File: config.mk
export PLATFORM = sky130hd
export DESIGN_NAME = alarm_clock_core
export DESIGN_NICKNAME = d
export VERILOG_FILES = /design/src/rtl/clock_pkg.sv /design/src/rtl/bcd_counter.sv /design/src/rtl/alarm_clock_core.sv
export SDC_FILE = /design/constraint.sdc
export NUM_CORES = 1
export LEC_CHECK = 0
export ABC_AREA = 1
export ABC_CLOCK_PERIOD_IN_PS = 7700
export CAP_MARGIN = 20
export CELL_PAD_IN_SITES_DETAIL_PLACEMENT = 1
export CELL_PAD_IN_SITES_GLOBAL_PLACEMENT = 2
export CORE_MARGIN = 2
export CORE_UTILIZATION = 37
export CTS_BUF_LIST = sky130_fd_sc_hd__clkbuf_8
export DETAILED_ROUTE_END_ITERATION = 7
export PLACE_DENSITY_LB_ADDON = 0.1
export SETUP_SLACK_MARGIN = 0.15
export SYNTH_ARGS = -nofsm -noshare
export SYNTH_HDL_FRONTEND = slang
export SYNTH_SLANG_ARGS = --single-unit
File: constraint.sdc
create_clock -name clk -period 7.7 [get_ports clk]
set_input_delay 1.155 -clock clk [delete_from_list [all_inputs] [get_ports clk]]
set_output_delay 1.155 -clock clk [all_outputs]
set_load 0.03 [all_outputs]
File: src/rtl/clock_pkg.sv
`default_nettype none
// ============================================================================
// Module      : clock_pkg
// Description : Shared types, BCD constants and conversion helpers for the
//               alarm clock core. All time values are 2-digit packed BCD.
//               Contents:
//                 bcd8_t        - 2-digit packed BCD byte
//                 BCD_59/23/12  - counter limits and 12 h display value
//                 alarm_state_t - IDLE / RING / SNOOZE
//                 bcd_to_bin, bin_to_bcd, to12h
// Revision    : 1.0 - initial release
// ============================================================================
package clock_pkg;

    typedef logic [7:0] bcd8_t;

    localparam bcd8_t BCD_59 = 8'h59;
    localparam bcd8_t BCD_23 = 8'h23;
    localparam bcd8_t BCD_12 = 8'h12;

    typedef enum logic [1:0] {
        IDLE   = 2'd0,
        RING   = 2'd1,
        SNOOZE = 2'd2
    } alarm_state_t;

    function automatic logic [6:0] bcd_to_bin(input bcd8_t b);
        return (7'(b[7:4]) * 7'd10) + 7'(b[3:0]);
    endfunction

    // Valid for 0..99 only, which covers every value this core stores.
    function automatic bcd8_t bin_to_bcd(input logic [6:0] v);
        logic [6:0] tens;
        logic [6:0] ones;
        tens = v / 7'd10;
        ones = v - (tens * 7'd10);
        return {tens[3:0], ones[3:0]};
    endfunction

    // Returns {pm, hour12}: midnight shows as 12 AM, noon as 12 PM.
    function automatic logic [8:0] to12h(input bcd8_t h24);
        logic [6:0] b;
        b = bcd_to_bin(h24);
        if (b == 7'd0) begin
            return {1'b0, BCD_12};
        end else if (b < 7'd12) begin
            return {1'b0, h24};
        end else if (b == 7'd12) begin
            return {1'b1, BCD_12};
        end else begin
            return {1'b1, bin_to_bcd(b - 7'd12)};
        end
    endfunction

endpackage
`default_nettype wire

File: src/rtl/bcd_counter.sv
`default_nettype none
// ============================================================================
// Module      : bcd_counter
// Description : 2-digit BCD counter wrapping at MAX. Each cycle it steps by
//               0, 1 or 2 (inc_carry + inc_user) modulo MAX+1. The carry
//               output reports only the wrap caused by inc_carry, so a user
//               edit never ripples into the next counter.
//   clk       in  system clock
//   clr       in  asynchronous active-high reset (value -> 00)
//   inc_carry in  carry from the lower counter / tick
//   inc_user  in  user edit pulse
//   o_value   out current BCD value
//   carry     out inc_carry while value == MAX
// Revision    : 1.0 - initial release
// ============================================================================
module bcd_counter
    import clock_pkg::*;
#(
    parameter bcd8_t MAX = BCD_59
) (
    input  logic  clk,
    input  logic  clr,
    input  logic  inc_carry,
    input  logic  inc_user,
    output bcd8_t o_value,
    output logic  carry
);

    localparam logic [6:0] c_MAX_BIN = bcd_to_bin(MAX);

    bcd8_t      r_value;
    logic [6:0] w_raw;
    logic [6:0] w_wrapped;

    always_comb begin
        w_raw     = bcd_to_bin(r_value) + {6'd0, inc_carry} + {6'd0, inc_user};
        w_wrapped = w_raw;
        if (w_raw > c_MAX_BIN) begin
            w_wrapped = w_raw - (c_MAX_BIN + 7'd1);
        end
    end

    always_ff @(posedge clk or posedge clr) begin
        if (clr) begin
            r_value <= 8'h00;
        end else begin
            r_value <= bin_to_bcd(w_wrapped);
        end
    end

    assign o_value = r_value;
    assign carry   = inc_carry && (r_value == MAX);

endmodule
`default_nettype wire

File: src/rtl/alarm_clock_core.sv
`default_nettype none
// ============================================================================
// Module      : alarm_clock_core
// Description : BCD HH:MM:SS time-of-day with 12/24 h view, settable alarm
//               with ring / snooze / auto-off, and a 1 Hz tick derived from
//               a CLK_HZ input clock.
//   clk, clr          clock, asynchronous active-high reset
//   enable            1 = prescaler and tick-driven logic run
//   hourMode          0 = 24 h view, 1 = 12 h view
//   sel_alarm         0 = edit/show time, 1 = edit/show alarm
//   madd, hadd        one-cycle minute / hour +1 pulses
//   alarm_en          alarm armed
//   snooze, stop      one-cycle ring control pulses
//   osecond/ominute/ohour  BCD outputs of the selected view
//   pm                12 h view afternoon flag
//   ringing           alarm sounding
//   tick_1hz          registered pulse on each prescaler wrap
// Revision    : 1.0 - initial release
// ============================================================================
module alarm_clock_core
    import clock_pkg::*;
#(
    parameter int CLK_HZ     = 1000000,
    parameter int SNOOZE_MIN = 5,
    parameter int RING_SEC   = 60
) (
    input  logic       clk,
    input  logic       clr,
    input  logic       enable,
    input  logic       hourMode,
    input  logic       sel_alarm,
    input  logic       madd,
    input  logic       hadd,
    input  logic       alarm_en,
    input  logic       snooze,
    input  logic       stop,
    output logic [7:0] osecond,
    output logic [7:0] ominute,
    output logic [7:0] ohour,
    output logic       pm,
    output logic       ringing,
    output logic       tick_1hz
);

    localparam int                  c_PRE_W       = (CLK_HZ > 1) ? $clog2(CLK_HZ) : 1;
    localparam logic [c_PRE_W-1:0]  c_PRE_MAX     = c_PRE_W'(CLK_HZ - 1);
    localparam logic [7:0]          c_RING_LOAD   = 8'(RING_SEC);
    localparam logic [11:0]         c_SNOOZE_LOAD = 12'(SNOOZE_MIN * 60);

    // ------------------------------------------------------------------
    // Prescaler and 1 Hz tick
    // ------------------------------------------------------------------
    logic [c_PRE_W-1:0] r_pre;
    logic               r_tick_1hz;
    logic               w_tick;

    assign w_tick = enable && (r_pre == c_PRE_MAX);

    always_ff @(posedge clk or posedge clr) begin
        if (clr) begin
            r_pre      <= '0;
            r_tick_1hz <= 1'b0;
        end else begin
            r_tick_1hz <= w_tick;
            if (enable) begin
                r_pre <= w_tick ? '0 : r_pre + c_PRE_W'(1);
            end
        end
    end

    // ------------------------------------------------------------------
    // Time and alarm registers (24 h BCD)
    // ------------------------------------------------------------------
    bcd8_t w_sec, w_min, w_hour, w_amin, w_ahour;
    logic  w_sec_carry, w_min_carry;
    logic  w_unused_hour_carry, w_unused_amin_carry, w_unused_ahour_carry;

    bcd_counter #(.MAX(BCD_59)) u_sec (
        .clk       (clk),
        .clr       (clr),
        .inc_carry (w_tick),
        .inc_user  (1'b0),
        .o_value   (w_sec),
        .carry     (w_sec_carry)
    );

    bcd_counter #(.MAX(BCD_59)) u_min (
        .clk       (clk),
        .clr       (clr),
        .inc_carry (w_sec_carry),
        .inc_user  (madd && !sel_alarm),
        .o_value   (w_min),
        .carry     (w_min_carry)
    );

    bcd_counter #(.MAX(BCD_23)) u_hour (
        .clk       (clk),
        .clr       (clr),
        .inc_carry (w_min_carry),
        .inc_user  (hadd && !sel_alarm),
        .o_value   (w_hour),
        .carry     (w_unused_hour_carry)
    );

    bcd_counter #(.MAX(BCD_59)) u_amin (
        .clk       (clk),
        .clr       (clr),
        .inc_carry (1'b0),
        .inc_user  (madd && sel_alarm),
        .o_value   (w_amin),
        .carry     (w_unused_amin_carry)
    );

    bcd_counter #(.MAX(BCD_23)) u_ahour (
        .clk       (clk),
        .clr       (clr),
        .inc_carry (1'b0),
        .inc_user  (hadd && sel_alarm),
        .o_value   (w_ahour),
        .carry     (w_unused_ahour_carry)
    );

    // ------------------------------------------------------------------
    // Alarm FSM
    // ------------------------------------------------------------------
    alarm_state_t r_state, w_state_n;
    logic [7:0]   r_ring_cnt, w_ring_cnt_n;
    logic [11:0]  r_snz_cnt,  w_snz_cnt_n;
    logic         w_match;

    // The tick that just landed on HH:MM:00 is still visible as r_tick_1hz,
    // so the comparison runs one cycle after the time update. Edits cannot
    // trigger the alarm because they never raise r_tick_1hz.
    assign w_match = r_tick_1hz && (w_sec == 8'h00) &&
                     (w_min == w_amin) && (w_hour == w_ahour);

    always_ff @(posedge clk or posedge clr) begin
        if (clr) begin
            r_state    <= IDLE;
            r_ring_cnt <= 8'd0;
            r_snz_cnt  <= 12'd0;
        end else begin
            r_state    <= w_state_n;
            r_ring_cnt <= w_ring_cnt_n;
            r_snz_cnt  <= w_snz_cnt_n;
        end
    end

    always_comb begin
        w_state_n    = r_state;
        w_ring_cnt_n = r_ring_cnt;
        w_snz_cnt_n  = r_snz_cnt;
        if (!alarm_en) begin
            w_state_n = IDLE;
        end else if (enable) begin
            case (r_state)
                IDLE: begin
                    if (w_match) begin
                        w_state_n    = RING;
                        w_ring_cnt_n = c_RING_LOAD;
                    end
                end
                RING: begin
                    if (stop) begin
                        w_state_n = IDLE;
                    end else if (snooze) begin
                        w_state_n   = SNOOZE;
                        w_snz_cnt_n = c_SNOOZE_LOAD;
                    end else if (w_tick) begin
                        w_ring_cnt_n = r_ring_cnt - 8'd1;
                        if (r_ring_cnt <= 8'd1) begin
                            w_state_n    = IDLE;
                            w_ring_cnt_n = 8'd0;
                        end
                    end
                end
                SNOOZE: begin
                    if (stop) begin
                        w_state_n = IDLE;
                    end else if (w_tick) begin
                        w_snz_cnt_n = r_snz_cnt - 12'd1;
                        if (r_snz_cnt <= 12'd1) begin
                            w_state_n    = RING;
                            w_snz_cnt_n  = 12'd0;
                            w_ring_cnt_n = c_RING_LOAD;
                        end
                    end
                end
                default: w_state_n = IDLE;
            endcase
        end
    end

    // ------------------------------------------------------------------
    // Output view
    // ------------------------------------------------------------------
    bcd8_t      w_view_min, w_view_hour;
    logic [8:0] w_h12;

    always_comb begin
        w_view_min  = sel_alarm ? w_amin  : w_min;
        w_view_hour = sel_alarm ? w_ahour : w_hour;
        w_h12       = to12h(w_view_hour);
        osecond     = sel_alarm ? 8'h00 : w_sec;
        ominute     = w_view_min;
        ohour       = hourMode ? w_h12[7:0] : w_view_hour;
        pm          = hourMode && w_h12[8];
    end

    assign ringing  = (r_state == RING);
    assign tick_1hz = r_tick_1hz;

endmodule
`default_nettype wire

======== Yosys cells after proc, flatten, opt, wreduce, memory -nomap -nowiden ========
Cells that the tools add are included.
word-level totals
  bits in registers ....................... 83
  latch bits .............................. 0
  bits in writable memories ............... 0
  memory bits (read-only) ................. 0
  input bits .............................. 10
  output and inout bits ................... 27
  memories ................................ 0
cells by class
  $add $sub $neg .......................... 28
  multipliers ............................. 12
  divide/modulo/power cells ............... 6
  $lt $le $gt $ge ......................... 8
  equality and inequality tests ........... 22
  shift-type cells ........................ 0
  muxes and demuxes ....................... 39
  bitwise gates (word level) .............. 0
  reductions and logical operators ........ 20
operators by type and width
  operator               number
  $mux 8                 13
  $mux 12                5
  $add 7x1->7            7
  $add 7x4->7            6
  $div 7x4->7 const B    6
  $mul 7x3->3 const B    6
  $mul 4x3->6 const B    6
  $mux 7                 5
  $pmux 12 s2            1
  $pmux 8 s3             1
  $sub 4x4->4            6
  $gt 7x6->1 const B     3
  $sub 7x6->7 const B    3
  $add 20x1->20 const B  1
  $eq 20x20->1 const B   1
  $mux 2                 10
  $mux 20                1
  $mux 9                 2
  $eq 8x7->1 const B     2
  $eq 8x8->1             2
  $gt 7x5->1 const B     2
  $ne 2x2->1 const B     7
  $sub 7x5->7 const B    2
  $le 12x1->1 const B    1
  other kinds (24)       36

======== Logic depth before layout (Yosys ltp) ========
Gate-level depths: netlist of run 1.
  depth after elaboration ................. 11
  mapped depth ............................ 42
  depth with buffers taken out ............ 42

======== By module ========
Synthesis of run 1 repeated with hierarchy kept, for this count alone.
unflattened totals
  cell total of the unflattened synthesis .. 1443
  area, all modules ....................... 10105.9 µm²
by module, submodules not included
  module                      instances  cells an instance  area each (µm²)
  alarm_clock_core            1          620                4082.7
  bcd_counter at u_amin ...   2          164                1244.9
  bcd_counter at u_ahour ...  2          157                1163.6
  bcd_counter at u_sec        1          181                1206.2

======== Worst setup path before layout of run 1 ========
No wires, ideal clock.
  kind .................................... input to output
  from .................................... input sel_alarm
  to ...................................... output ohour[3]
  arrival time ............................ 6.092 ns
  data required time ...................... 6.545 ns
  path slack .............................. 0.453 ns
  cell stages on the path ................. 38
  path through ............................ clkbuf_1 clkbuf_1 nand2_1 o21ai_0 ha_1 inv_1 fa_1 inv_1 ha_1 inv_1 nand3_1 nand3b_1 nand2_1 nand2_1 nand2_1 nand2_1 nand2_1 nand2_1 [2 not listed] nand3_1 nand2_1 nand2_1 inv_1 ha_1 nand2_1 nand3_1 nand2_1 ha_1 inv_1 fa_1 xnor2_1 inv_1 nand2_1 nand3_1 nand2_1 nand2_1 nand2_1
on the way
  cells in the longest elaborated chain, start to end .. 11
  elaborated cells between the ends (all ways) .. 14
  those cells by class .................... 3 x add/sub; 2 x mul; 1 x div; 1 x order compare; 1 x eq/ne; 5 x mux; 1 x reduce/logical
RTL lines
  item                line                     source
  start: declaration  alarm_clock_core.sv:31   input logic sel_alarm,
  $mux 8 *            alarm_clock_core.sv:202  w_view_hour = sel_alarm ? w_ahour : w_hour;
  $mul 4x3->6         clock_pkg.sv:28          return (7'(b[7:4]) * 7'd10) + 7'(b[3:0]);
  $add 7x4->7         clock_pkg.sv:28
  $sub 7x4->7         clock_pkg.sv:51          return {1'b1, bin_to_bcd(b - 7'd12)};
  $div 7x4->7         clock_pkg.sv:35          tens = v / 7'd10;
  $mul 7x3->3         clock_pkg.sv:36          ones = v - (tens * 7'd10);
  $sub 4x4->4         clock_pkg.sv:36
  $mux 8              clock_pkg.sv:48          end else if (b == 7'd12) begin
  $mux 9              clock_pkg.sv:46          end else if (b < 7'd12) begin
  $mux 9              clock_pkg.sv:44          if (b == 7'd0) begin
  $mux 8 *            alarm_clock_core.sv:206  ohour = hourMode ? w_h12[7:0] : w_view_hour;
  end: declaration    alarm_clock_core.sv:39   output logic [7:0] ohour,
Every way passes the cells marked *; elsewhere a longest branch is shown, timed or not.

======== Worst setup path in the final report of run 1 ========
Same ends and word-level chain as after synthesis.

==> impl_metrics.tcl, run 1 <==
set metrics [dict create \
    start_util 0.376 \
    grt_max_degree 68 \
    insertedDiodeCount 0 \
    wire_per_inst_um 13.8 \
    maxSlewHeadroom 0.421 \
    row_count 55 \
    wl_um 21800 \
    worst_pin_slew_ps 869 \
    cpPeakStageDelay_ps 450 \
    cts_tree "yes" \
    core-area_um2 22500 \
    arrival_ps 5990 \
    syn_avg_cell_area_um2 6.95 \
    final_common_cell "nand2_1" \
    nets 1396 \
    fillers 2887 \
    whs_path_depth 1 \
    rsz0062_at_grt "no" \
    drive_gt1_frac 0.119 \
    area_delta_synth_final_pct 16.5 \
    fin_skew_ps 15.4 \
    maxCapViolations 0 \
    hold_buffers 0 \
    wl_met1_um 10800 \
    io_buffers 36 \
    critPathKind "primary input to output pin" \
    wl_met2_um 10400 \
    dp_hpwl_um 17700 \
    hold_viol 0 \
    cts_buffers 9 \
    holdCritPathClass "flip-flop to flip-flop" \
    pin_count 37 \
    setup_viol 0 \
    syn_nets 1317 \
    grt_pass1_vias 8213 \
    path_clk_slew_ps 90 \
    async_reset_ff_frac 1.00 \
    synth_seq_cells 83 \
    grt_use_total 0.192 \
    syn-instance-count 1216 \
    drt_iter0_drc 200 \
    synth_area_um2 8450 \
    fin_crit_ps 7150 \
    cts.sinks 83 \
    end_kind "output pin" \
    pre_cts_ws_ps -193 \
    max_freq_mhz 140 \
    critPathMaxFanout 7 \
    status "completed" \
    layout_common_cells "nand2_1 (277), inv_1 (211), nand3_1 (98)" \
    fin_crit_sh 0.928 \
    route.met3.wl_um 392 \
    startpoint_type "primary input" \
    firstDrtPassIters 4 \
    reg2reg_depth 38 \
    synth-seq-area-share 0.246 \
    synth_cell_types 53 \
    cts-htree-levels 3 \
    slew_viol_final 0 \
    antenna_found_initial 0 \
    via_per_inst 5.00 \
    grt_overflow 0 \
    synth_flop_cell "dfrtp_1" \
    worst-endpoint-required_ps 6550 \
    worst_slack_ps 552 \
    cp_common_cell "nand2_1" \
    worst_skew_pair.late_latency_ps 380 \
    die_x_um 155 \
    vias 7917 \
    clock_path_buffers 2 \
    die-area_um2 24100 \
    antenna_left 0 \
    drc 0 \
    synth_warnings 0 \
    grt_pass1_wl_um 38400 \
    place.gp.congestion 0.803 \
    top_layer_used "met4" \
    hold_slack_ps 526 \
    root_buffer "clkbuf_8" \
    critPathSlowestCell "fa_1" \
    die_h_um 155 \
    synth_edf_count 0 \
]
==> timing repair <==
action	in CTS	in global routing
buffers inserted	5	11
cloned	0	0
setup endpoints to repair	2	4
pin swaps	7	22
resized for setup	29	33
==> kinds of logic after synthesis <==
logic type | count (synthesis) | synth area share
and+or+nand+nor | 612 | 0.332
buffers and inverters | 224 | 0.0995
DFF | 83 | 0.246
AOI/OAI and AO/OA | 141 | 0.0961
xor gates and xnor gates | 65 | 0.0748
adders and majority gates | 91 | 0.152
==> path summary, 6_finish.rpt <==
kind	from	to	slack [ps]
min reg2reg	r_ring_cnt[6]$_DFFE_PP0P_	r_ring_cnt[6]$_DFFE_PP0P_	530
max	sel_alarm	ohour[3]	550
max reg2reg	r_pre[0]$_DFFE_PP0P_	u_hour.o_value[3]$_DFF_PP0_	1360
min	r_ring_cnt[6]$_DFFE_PP0P_	r_ring_cnt[6]$_DFFE_PP0P_	530
max in group asynchronous	clr	u_min.o_value[0]$_DFF_PP0_	5500
min in group asynchronous	clr	r_snz_cnt[10]$_DFFE_PP0P_	1030
==> flip-flops by register name, indices dropped and copies added, names as in the netlist <==
signal / count
r_pre: 20
r_snz_cnt: 12
r_ring_cnt: 8
u_ahour.o_value: 8
u_amin.o_value: 8
u_hour.o_value: 8
u_min.o_value: 8
u_sec.o_value: 8
r_state: 2
tick_1hz: 1
==> cells in the mapped netlist (all sizes together) (2+ instances only) <==
cell type,count,area [um2]
a2111oi,2,17.5
a21oi,49,249
a221o,2,20.0
a22oi,2,15.0
a31oi,2,12.5
and3,3,18.8
clkbuf,6,22.5
dfrtp,83,2080
fa,20,400
ha,71,888
inv,218,818
nand2,320,1320
nand3,110,591
nand3b,8,60.1
nand4,29,181
nor2,94,355
nor3,24,120
nor3b,4,35.0
nor4,7,43.8
o211ai,4,30.0
o21a,3,22.5
o21ai,58,302
o21bai,4,33.8
o22ai,7,43.8
or2,11,68.8
xnor2,16,148
xor2,48,462
==> worst max-delay path: cells and delay by family <==
family	cells	cell delay, ps
AOI/OAI and AO/OA	1	60
xor gates and xnor gates	1	180
adders and majority gates	6	1550
and+or+nand+nor	23	2250
buffers and inverters	8	770
==> layout make-up <==
cell class / count / area (um2) / area share
clock buffer: 10 / 138 / 0.0140
clock inverter: 5 / 78.8 / 0.00801
inverter: 218 / 822 / 0.0835
multi-input combinational: 909 / 5710 / 0.580
sequential: 83 / 2080 / 0.211
tap: 285 / 357 / 0.0362
timing repair buffer: 74 / 663 / 0.0673
==> layer usage <==
| layer | GRT usage | vias up |
|---|---|---|
| met3 | 0.0267 | 15 |
| met4 | 0.0384 | 0 |
| li1 | - | 4053 |
| met2 | 0.328 | 64 |
| met1 | 0.260 | 3785 |
| met5 | 0 | - |
==> per-stage QoR <==
| step | instance area [um2] | TNS, ps | util | std cells |
|---|---|---|---|---|
| finish | 9850 | 0 | 0.438 | 1584 |
| global route | 9850 | 0 | 0.438 | 1584 |
| CTS | 9630 | 0 | 0.428 | 1572 |
| detailed placement | 9290 | -304 | 0.413 | 1552 |
| global placement | 9290 | -5.30 | 0.413 | 1552 |
| floorplan | 8450 | 0 | - | 1216 |
Power of run 1 is left out: the tool's default activity adds up to more than one toggle a clock period on the data nets, which glitch-free logic cannot reach.
==> run 2, diff against run 1 <==
CELL_PAD_IN_SITES_DETAIL_PLACEMENT = default   (was 1)
CELL_PAD_IN_SITES_GLOBAL_PLACEMENT = default   (was 2)
CORE_UTILIZATION = 55   (was 37)
PLACE_DENSITY = 0.73   (was default)
PLACE_DENSITY_LB_ADDON = default   (was 0.1)
==> impl_metrics.tcl, run 2 (synthesized netlist as in run 1, its figures left out) <==
set metrics [dict create \
    critPathKind "primary input to output pin" \
    worst_pin_slew_ps 998 \
    fin_crit_ps 7070 \
    arrival_ps 5920 \
    fin_util 0.626 \
    antenna_left 0 \
    place.gp.congestion 0.865 \
    die_h_um 128 \
    status "completed" \
    regMostFlops "r_pre" \
    dpl.cell_count 1451 \
    whs_path_depth 2 \
    wire_per_inst_um 12.0 \
    row_count 45 \
    worst_skew_pair.late_latency_ps 380 \
    hold_slack_ps 514 \
    pin_count 37 \
    r2r_setup_slack_ps 1270 \
    max_freq_mhz 141 \
    hold_path.startpoint "r_pre[5]$_DFFE_PP0P_" \
    die-area_um2 16400 \
    grt_pass1_wl_um 30700 \
    drive_gt1_frac 0.0881 \
    cts_buffers 9 \
    final_common_cell "nand2_1" \
    nets 1378 \
    r2r_start "r_pre[0]$_DFFE_PP0P_" \
    worst-endpoint-required_ps 6550 \
    hold_buffers 0 \
    holdCritPathClass "flip-flop to flip-flop" \
    reg_top3 "r_pre: 20 flops, r_snz_cnt: 12 flops" \
    slew_viol_final 0 \
    dp_hpwl_um 14000 \
    grt_overflow 0 \
    largest_reg_flops 20 \
    cpPeakStageDelay_ps 480 \
    worst_slack_ps 626 \
    fin_skew_ps 7.42 \
    area_delta_synth_final_pct 11.7 \
    insertedDiodeCount 0 \
    grt_use_total 0.226 \
    clock_path_buffers 2 \
    rsz0062_at_grt "no" \
    layout_common_cells "nand2_1 (285), inv_1 (217), nand3_1 (100)" \
    reg2reg_to "u_hour.o_value[3]$_DFF_PP0_" \
    core-area_um2 15100 \
    hold_viol 0 \
    fin_crit_sh 0.919 \
    reg2reg_depth 36 \
    cp_common_cell "nand2_1" \
    firstDrtPassIters 4 \
    critPathMaxFanout 9 \
    antenna_found_initial 0 \
    io_buffers 36 \
    cts_tree "yes" \
    end_kind "output pin" \
    drt_iter0_drc 351 \
    start_util 0.560 \
    path_clk_slew_ps 80 \
    via_per_inst 5.16 \
    fin_cells 1470 \
    grt_max_degree 84 \
    drc 0 \
    hold_end "r_pre[5]$_DFFE_PP0P_" \
    cts-htree-levels 3 \
    startpoint_type "primary input" \
    wl_um 17600 \
    setup_viol 0 \
    maxCapViolations 0 \
    cts.sinks 83 \
    die_x_um 128 \
    root_buffer "clkbuf_8" \
    maxSlewHeadroom 0.317 \
    grt_pass1_vias 7092 \
    pre_cts_ws_ps -160 \
    critPathSlowestCell "fa_2" \
    vias 7585 \
]
## run 2: routing by layer
layer | vias to the layer above | global-route usage | part of all wire
li1 | 4030 | - | -
met1 | 3429 | 0.306 | 0.49
met2 | 108 | 0.380 | 0.46
met3 | 18 | 0.0380 | 0.033
met4 | 0 | 0.0524 | 0.012
met5 | - | 0 | 0
## run 2: per-stage QoR
stage	area, um2	TNS (ps)
CTS	9340	0
finish	9440	0
floorplan	8450	0
global placement	9140	0
global route	9440	0
detailed placement	9140	-175
## run 2: cell type report
type                            count  area, um2
Sequential cell                    83       2080
Tap cell                          188        235
Clock inverter                      6       57.6
Inverter                          218        820
Fill cell                        1409       5650
Clock buffer                       10        138
Timing Repair Buffer               56        515
Multi-Input combinational cell    909       5600
## run 2: critical path, delay by kind of cell
family | cells | cell delay, ps
compound gates | 1 | 150
buf+inv | 6 | 610
xor+xnor | 1 | 150
simple gates | 24 | 2140
fa+ha+maj | 6 | 1690
## run 2: how the worst max path moves through the flow
| stage | from | to | cells after the start |
|---|---|---|---|
| final | sel_alarm | ohour[3] | 38 |
| after floorplan | sel_alarm | ohour[3] | 38 |
| after detailed placement | sel_alarm | ohour[3] | 38 |
| after global placement | sel_alarm | ohour[3] | 39 |
| after global routing | enable | u_hour.o_value[3]$_DFF_PP0_ | 36 |
| after CTS | sel_alarm | ohour[3] | 37 |
## run 2: timing repair
item	CTS	global route
setup endpoints to repair	2	2
setup buffers	0	2
resized for setup	5	24
pin swaps	0	8
Power of run 2 is left out for the same reason.
